**config.mk**
```make
export PLATFORM = sky130hd
export DESIGN_NAME = cla_addsub_pipe
export DESIGN_NICKNAME = d
export VERILOG_FILES = /design/src/rtl/cla_addsub_pipe.sv
export SDC_FILE = /design/constraint.sdc
export NUM_CORES = 1
export LEC_CHECK = 0
export CORE_AREA = 3 3 104 106
export DETAILED_ROUTE_END_ITERATION = 10
export DIE_AREA = 0 0 107 109
export PLACE_DENSITY = 0.83
export SLEW_MARGIN = 5
export SYNTH_ARGS = -nofsm -noshare
export SYNTH_HDL_FRONTEND = slang
export SYNTH_SLANG_ARGS = --single-unit
```
**constraint.sdc**
```tcl
create_clock -name clk -period 6.6 [get_ports clk]
set_input_delay 1.32 -clock clk [delete_from_list [all_inputs] [get_ports clk]]
set_output_delay 1.32 -clock clk [all_outputs]
set_load 0.02 [all_outputs]
```
**src/rtl/cla_addsub_pipe.sv**
```systemverilog
`timescale 1ns/1ps
`default_nettype none
// +--------------------------------------------------------------------------+
// | cla_addsub_pipe                                                          |
// | Pipelined 4-bit-group carry-lookahead adder/subtractor with flags.       |
// | Rev 1.0                                                                  |
// +--------------------------------------------------------------------------+
module cla_addsub_pipe #(
    parameter int WIDTH = 16
) (
    input  logic             clk,
    input  logic             rst,
    input  logic             in_valid,
    output logic             in_ready,
    input  logic [WIDTH-1:0] a,
    input  logic [WIDTH-1:0] b,
    input  logic             cin,
    input  logic             sub,
    input  logic             sat,
    output logic             out_valid,
    input  logic             out_ready,
    output logic [WIDTH-1:0] sum,
    output logic             cout,
    output logic             overflow,
    output logic             zero
);
    localparam int NGRP = WIDTH / 4;

    generate
        if ((WIDTH % 4) != 0 || WIDTH < 4) begin : g_width_check
            $error("cla_addsub_pipe: WIDTH must be a positive multiple of 4");
        end
    endgenerate

    // Result packing: [5] group carry-out, [4] carry into group MSB, [3:0] sum.
    function automatic logic [5:0] cla4(input logic [3:0] x, input logic [3:0] y,
                                        input logic ci);
        logic [3:0] p;
        logic [3:0] g;
        logic [4:0] c;
        p    = x | y;
        g    = x & y;
        c[0] = ci;
        c[1] = g[0] | (p[0] & ci);
        c[2] = g[1] | (p[1] & g[0]) | (p[1] & p[0] & ci);
        c[3] = g[2] | (p[2] & g[1]) | (p[2] & p[1] & g[0]) | (p[2] & p[1] & p[0] & ci);
        c[4] = g[3] | (p[3] & g[2]) | (p[3] & p[2] & g[1]) | (p[3] & p[2] & p[1] & g[0])
             | (p[3] & p[2] & p[1] & p[0] & ci);
        return {c[4], c[3], x ^ y ^ c[3:0]};
    endfunction

    logic             r_vld_q [NGRP];
    logic [WIDTH-1:0] r_a_q   [NGRP];
    logic [WIDTH-1:0] r_b_q   [NGRP];
    logic [WIDTH-1:0] r_s_q   [NGRP];
    logic             r_c_q   [NGRP];
    logic             r_sat_q [NGRP];
    logic             r_ovf_q;
    logic             r_zero_q;

    logic             w_vld_in [NGRP];
    logic [WIDTH-1:0] w_a_in   [NGRP];
    logic [WIDTH-1:0] w_b_in   [NGRP];
    logic [WIDTH-1:0] w_s_in   [NGRP];
    logic             w_c_in   [NGRP];
    logic             w_sat_in [NGRP];
    logic [5:0]       w_grp    [NGRP];

    logic             w_vld_d [NGRP];
    logic [WIDTH-1:0] w_a_d   [NGRP];
    logic [WIDTH-1:0] w_b_d   [NGRP];
    logic [WIDTH-1:0] w_s_d   [NGRP];
    logic             w_c_d   [NGRP];
    logic             w_sat_d [NGRP];
    logic             w_ovf_d;
    logic             w_zero_d;
    logic             w_stall;

    assign w_stall  = r_vld_q[NGRP-1] & ~out_ready;
    assign in_ready = ~w_stall & rst;

    // Stage inputs: stage 0 takes the prepared operands, later stages the skew registers.
    always_comb begin
        w_vld_in[0] = in_valid & in_ready;
        w_a_in[0]   = a;
        w_b_in[0]   = sub ? ~b : b;
        w_c_in[0]   = sub ? ~cin : cin;
        w_sat_in[0] = sat;
        w_s_in[0]   = '0;
        for (int k = 1; k < NGRP; k++) begin
            w_vld_in[k] = r_vld_q[k-1];
            w_a_in[k]   = r_a_q[k-1];
            w_b_in[k]   = r_b_q[k-1];
            w_c_in[k]   = r_c_q[k-1];
            w_sat_in[k] = r_sat_q[k-1];
            w_s_in[k]   = r_s_q[k-1];
        end
    end

    always_comb begin
        w_ovf_d  = 1'b0;
        w_zero_d = 1'b0;
        for (int k = 0; k < NGRP; k++) begin
            w_grp[k]   = cla4(w_a_in[k][4*k +: 4], w_b_in[k][4*k +: 4], w_c_in[k]);
            w_vld_d[k] = w_vld_in[k];
            w_a_d[k]   = w_a_in[k];
            w_b_d[k]   = w_b_in[k];
            w_sat_d[k] = w_sat_in[k];
            w_c_d[k]   = w_grp[k][5];
            w_s_d[k]   = w_s_in[k];
            w_s_d[k][4*k +: 4] = w_grp[k][3:0];
        end
        // Last stage: overflow from MSB carries, clamp toward the sign of a.
        w_ovf_d = w_grp[NGRP-1][5] ^ w_grp[NGRP-1][4];
        if (w_sat_in[NGRP-1] && w_ovf_d) begin
            w_s_d[NGRP-1] = {w_a_in[NGRP-1][WIDTH-1], {(WIDTH-1){~w_a_in[NGRP-1][WIDTH-1]}}};
        end
        w_zero_d = (w_s_d[NGRP-1] == '0);
    end

    always_ff @(posedge clk) begin
        if (!rst) begin
            for (int k = 0; k < NGRP; k++) begin
                r_vld_q[k] <= 1'b0;
                r_a_q[k]   <= '0;
                r_b_q[k]   <= '0;
                r_s_q[k]   <= '0;
                r_c_q[k]   <= 1'b0;
                r_sat_q[k] <= 1'b0;
            end
            r_ovf_q  <= 1'b0;
            r_zero_q <= 1'b0;
        end else if (!w_stall) begin
            for (int k = 0; k < NGRP; k++) begin
                r_vld_q[k] <= w_vld_d[k];
                r_a_q[k]   <= w_a_d[k];
                r_b_q[k]   <= w_b_d[k];
                r_s_q[k]   <= w_s_d[k];
                r_c_q[k]   <= w_c_d[k];
                r_sat_q[k] <= w_sat_d[k];
            end
            r_ovf_q  <= w_ovf_d;
            r_zero_q <= w_zero_d;
        end
    end

    assign out_valid = r_vld_q[NGRP-1];
    assign sum       = r_s_q[NGRP-1];
    assign cout      = r_c_q[NGRP-1];
    assign overflow  = r_ovf_q;
    assign zero      = r_zero_q;

endmodule
`default_nettype wire

```
==> parameters.txt <==
Parameter                              Value

Setup path
  Number of cells on the worst reg-to-reg path    5
  Worst setup EP type    primary output
  Largest driver fanout on the critical path    55
  Critical path origin    out_ready
  Startpoint kind of the worst setup timing path    input pin
  Required time at the endpoint of the critical path    5.28 ns
  Slack of the worst reg-to-reg path    ~3.5 ns
  Type of the setup path with the least slack    in -> out
  Endpoint of the most critical setup path    in_ready
  Endpoint of the most critical register-to-register path    r_c_q[3]
  Launch point of the worst reg-to-reg path    r_vld_q[3]
  Worst Path Arrival    approximately 3.3 ns

Global routing
  Number of global-route vias before repair    ~2900
  All-layer global routing usage    0.1441
  Wire length of the first global-routing pass    roughly 13000 um
  Antenna violations before repair    0
  Pin count of the biggest net entering global routing    73
  Overflow after GRT    0

Timing
  Total setup violations reported at the end of the flow    0
  Setup repair after global routing missed its margin    no
  Measured slew at the worst slew-check pin    between 1 and 1.5 ns
  Final hold violation count    0
  Max transition margin    0.2445
  Share of the clock period used by the worst path after layout    0.6934
  Number of max-slew violations in the final report    0
  Highest achievable clock rate    about 0.22 GHz
  Largest clock skew in the final design    just over 0.009 ns
  Setup total negative slack    0 ns
  Min Clock Period, post-route    around 4.6 ns

Finish
  Count of nets after finishing    532
  Final standard cell count with taps included and fillers excluded    595
  Final non-filler cell area    around 5800 um2
  Layout cell share with drive strength beyond 1    0.05411
  Ant. Diodes    0
  Post-synthesis to final-layout area growth    17.46%

Logic synthesis
  Synth async-reset ratio    0
  Register bit count reported by yosys    approximately 100
  Synthesis Warnings    0
  Sequential element share of the synthesized area    0.5963
  Ys flop type    sky130_fd_sc_hd__edfxtp_1
  Library cells used by synthesis    44
  Syn Area/Cell    roughly 12 um2
  Number of synthesized flops with an enable pin    93
  Net count after synthesis    roughly 480
  Gate Count Post-Synth    roughly 400
  Mapped Area    around 5000 um2

Detailed routing
  Antenna violation net count after detailed routing    0
  1st-iter DRT viols    approximately 150
  Post-detailed-route via-to-cell ratio    approximately 5.0
  Number of iterations in the first detailed-routing pass    5
  DRC errors left    0
  Total vias in the final route    ~3000
  Average routed wire per standard cell    ~13 um
  Detailed Route WL    approximately 8000 um

Power
  Gate power share    0.125
  Total power per unit cell area    ~220 nW/um2
  Switching part of the total power    0.2313
  Power share of the clock group    0.267
  Cell internal pwr    approximately 960 uW
  Net load switching power    about 290 uW
  Peak supply drop    0.1149 mV
  Total design power    1.253 mW
  Static power due to leakage    2.505 nW
  Share of total power in sequential cells    0.608

Placement
  Cell area after placement    5649 um2
  Detailed-placement wirelength estimate    5439 um
  GPL Wtd Cong    0.8104
  Count of buffers inserted at the top-level ports    about 60
  Post-placement cell count    roughly 580

Die
  Placement Rows    36
  Core footprint    slightly below 10000 um2
  Count of pins on the block boundary    60
  Die Span X    107 um
  Initial Utilization    0.5020
  Die outline height    between 100 and 150 um
  Die area    between 10000 and 15000 um2

CTS
  Clk pin slew, worst setup/hold paths    ~0.080 ns
  Root buf cell    sky130_fd_sc_hd__clkbuf_8
  Number of sinks handled by clock tree synthesis    a little over 100
  Clock tree from TritonCTS    done
  Inserted Clock Buffers    9
  Buffer levels on the longest clock path    2
  H-tree depth    3
  Post-CTS repair timing setup buffer count    0
  Post-cts hold buffer count    0
  CTS-repair resized insts    0
  Source-to-sink clock delay at the later pin of the worst-skew pair    0.36 ns

Outcome
  Run status    complete, no violations

Run
  Number of maximum-capacitance violations    0

Min path
  Type of the worst min-delay path    reg -> reg
[metrics by stage]
step | utilization | setup slack [ns] | hold slack (ns)
floorplan | - | 2.522 | 0.4347
global placement | 0.5727 | 2.076 | 0.4581
detailed placement | 0.5727 | 1.979 | 0.4509
CTS | 0.5897 | 2.019 | 0.4764
global route | 0.5897 | 1.869 | 0.4874
finish | 0.5897 | 2.023 | 0.4738
[worst min-delay path by stage]
| stage | start | to | slack, ns | cells after the start |
|---|---|---|---|---|
| floorplan | r_vld_q[2] | r_vld_q[2] | 0.43 | 1 |
| detailed placement | r_vld_q[2] | r_vld_q[2] | 0.45 | 1 |
| finish | r_vld_q[2] | r_vld_q[2] | 0.47 | 1 |
| global placement | r_vld_q[1] | r_vld_q[1] | 0.46 | 1 |
| CTS | zero | zero | 0.48 | 2 |
| global route | zero | zero | 0.49 | 2 |
[per-layer routing]
layer | global-route usage | routed length, um | vias up
li1 | - | - | 1521
met1 | 0.1826 | 3517 | 1386
met2 | 0.2397 | 3773 | 82
met3 | 0.03612 | 358 | 15
met4 | 0.05662 | 140 | 0
met5 | 0 | 0 | -
[logic make-up after synthesis]
logic type                 Yosys count  share of synthesized area
muxes                                1                   0.002021
buffers and inverters               66                    0.05255
xor gates and xnor gates            26                    0.04598
and+or+nand+nor                    139                     0.1564
DFF                                101                     0.5963
AOI/OAI and AO/OA                   35                    0.04977
adders and majority gates           36                    0.09702
[power groups by stage]
stage               logic (mW)  registers (mW)  clock network, mW
finish                   0.156           0.762              0.335
global placement         0.150           0.775                  0
floorplan               0.0913           0.780                  0
global route             0.176           0.767              0.367
detailed placement       0.157           0.777                  0
CTS                      0.158           0.762              0.343
[critical path: stages]
cell and delay, ns:
sky130_fd_sc_hd__clkdlybuf4s50_1 0.45, sky130_fd_sc_hd__nand2b_1 0.13, sky130_fd_sc_hd__buf_4 0.37, sky130_fd_sc_hd__nand2_1 0.13
sky130_fd_sc_hd__inv_1 0.20, sky130_fd_sc_hd__clkdlybuf4s50_1 0.65
[layout make-up]
class                           instances  area [um2]
Inverter                               45       170.2
Timing Repair Buffer                   63       620.6
Clock inverter                          6       40.04
Multi-Input combinational cell        237        1739
Tap cell                              133       166.4
Sequential cell                       101        2953
Clock buffer                           10       127.6
Fill cell                             751        4048
[flip-flops by register name, summed over array words and instances (netlist names)]
signal / flops
r_s_q: 40
r_a_q: 24
r_b_q: 24
r_c_q: 4
r_vld_q: 4
r_sat_q: 3
overflow: 1
zero: 1
[placed cells by master (no fill, tap or decap), drive strengths merged, types with 2 or more instances in the layout]
master and n:
dfxtp 8, or3 3, o21bai 3, xor2 11, nand3 2, clkdlybuf4s50 59, a21boi 3, nor3b 3
clkbuf 10, and3 55, clkinvlp 2, xnor2 15, nor4 3, a211oi 3, nor2 27, clkinv 5
and2 2, nand2b 5, edfxtp 93, o21ai 5, inv 44, a21oi 10, nor3 28, ha 32
buf 4, nand2 6, nor2b 3, a22o 3, fa 4, a221o 2
[synthesized netlist by cell type (4+ instances only)]
cell type                  number  area share
sky130_fd_sc_hd__xor2_1        11       0.019
sky130_fd_sc_hd__edfxtp_1      93        0.56
sky130_fd_sc_hd__nor3_1        27       0.027
sky130_fd_sc_hd__nor2_1        27       0.020
sky130_fd_sc_hd__clkbuf_1      16       0.012
sky130_fd_sc_hd__a21oi_1        9      0.0091
sky130_fd_sc_hd__nand2b_1       5      0.0063
sky130_fd_sc_hd__inv_1         45       0.034
sky130_fd_sc_hd__buf_2          4      0.0040
sky130_fd_sc_hd__nand2_1        6      0.0045
sky130_fd_sc_hd__ha_1          32       0.081
sky130_fd_sc_hd__and3_1        55       0.069
sky130_fd_sc_hd__dfxtp_1        8       0.032
sky130_fd_sc_hd__fa_1           4       0.016
sky130_fd_sc_hd__xnor2_1       15       0.027
(Power assumes the default switching activity.)
==> RTL change, RTL diff (same flow settings) <==
`WIDTH`: 16 -> 8.
--- a/src/rtl/cla_addsub_pipe.sv
+++ b/src/rtl/cla_addsub_pipe.sv
@@ -6,7 +6,7 @@
 // | Rev 1.0                                                                  |
 // +--------------------------------------------------------------------------+
 module cla_addsub_pipe #(
-    parameter int WIDTH = 16
+    parameter int WIDTH = 8
 ) (
     input  logic             clk,
     input  logic             rst,
Ports: changed (resized a, b and sum); port bits go from 60 to 36. The function was not compared with the original's and may differ.
==> RTL change against the original RTL <==
Setup slack lost 0.031 ns; power down 65%; area after synthesis decreased by 65%; sequential cell count shrank 74; register-to-register slack better by 1.2 ns; cell area fell by 62%; sequential share of layout area fell by 15 points; critical endpoint unchanged; routed wire length down 53%; core utilization fell by 36 points; clock skew fell by 0.0061 ns.
==> RTL change: results (changes against the original RTL) <==
Max H-tree Level - 1 (-2)
Multi-input combinational area share - 34.4% (+4.5 points)
Slew HR - 38.6% (+14 points)
Total number of vias - 1,193 (-60%)
DP Area - 0.00218 mm2 (-61%)
Mean Syn Cell Area - 10.9 um2 (-11%)
WL met2 - 1720 um (-54%)
Initial DRC count - 38 (-74%)
Sw frac - 28.4% (+5.3 points)
Mapped Nets - 201 (-58%)
WL/cell - 11.2 um (-14%)
Repair and plain buffers - 35 (-44%)
Leak - 0.937 nW (-63%)
Reg2Reg Setup Slack - 4.70 ns (+1.20 ns)
1st-pass router iterations - 4 (-1)
CP max FO - 12 (-78%)
Register bit total from synthesis - 27 (-73%)
Fin nets - 231 (-57%)
Layout Skew - 0.00319 ns (-0.00611 ns)
Dpl ws - 1.96 ns (-0.0145 ns)
Multi-input combinational cell count - 95 (-60%)
Total track usage - 6.48% (-7.9 points)
GR met2 Demand/Resource - 11.4% (-13 points)
Overall routed net length - 3620 um (-53%)
Worst reg-to-reg path cell count - 6 (+1)
Outcome - complete, no violations
Reg power frac - 49.9% (-11 points)
Worst R2R Start - r_a_q[0][4]$_SDFFCE_PN0P_
Clock buffer cells - 4 (-6)
Final worst slack - 1.99 ns (-0.0310 ns)
Main area contributors after synthesis - edfxtp_1 43%, ha_1 12%, inv_1 6.1%
Fill count - 1,052 (+40%)
Vias in the first global route - 1,279 (-56%)
Gpl congestion - 0.792 (-2.3%)
Met3 GRT Util - 1.54% (-2.1 points)
-- RTL change: cell count changes in the layout (fill, tap and decap cells not counted), sizes merged, moves of 4 or more --
cell,change
buf,-4
a21oi,-6
clkdlybuf4s50,-24
clkinv,-5
ha,-16
xnor2,-9
and3,-48
inv,-16
edfxtp,-68
nor2,-14
nor3,-26
o21ai,+4
dfxtp,-6
clkbuf,-6
-- RTL change: worst min path at each step --
| stage | startpoint | end | slack, ns | depth (start not counted) |
|---|---|---|---|---|
| finish | overflow$_SDFFE_PN0N_ | overflow$_SDFFE_PN0N_ | 0.47 | 2 |
| global route | overflow$_SDFFE_PN0N_ | overflow$_SDFFE_PN0N_ | 0.51 | 2 |
| CTS | overflow$_SDFFE_PN0N_ | overflow$_SDFFE_PN0N_ | 0.48 | 2 |
| detailed placement | overflow$_SDFFE_PN0N_ | overflow$_SDFFE_PN0N_ | 0.46 | 2 |
| global placement | overflow$_SDFFE_PN0N_ | overflow$_SDFFE_PN0N_ | 0.45 | 2 |
| floorplan | r_vld_q[0][0]$_SDFFCE_PN0P_ | r_vld_q[0][1]$_SDFFCE_PN0P_ | 0.53 | 1 |
-- RTL change: worst min-delay path, cell delays in order, from the launching register on --
cell and delay (ns):
dfxtp_1 0.34, nand2_1 0.05, o21ai_0 0.06
-- RTL change: logic make-up after synthesis --
| logic type | count (synthesis) | synth area share (%) |
|---|---|---|
| AO/OA/AOI/OAI | 24 | 10.4 |
| flip-flops | 27 | 45.5 |
| adder cells (fa/ha/maj) | 18 | 13.8 |
| buffers and inverters | 38 | 10.4 |
| AND/OR/NAND/NOR | 38 | 11.7 |
| multiplexers | 1 | 0.576 |
| XOR/XNOR | 14 | 7.49 |
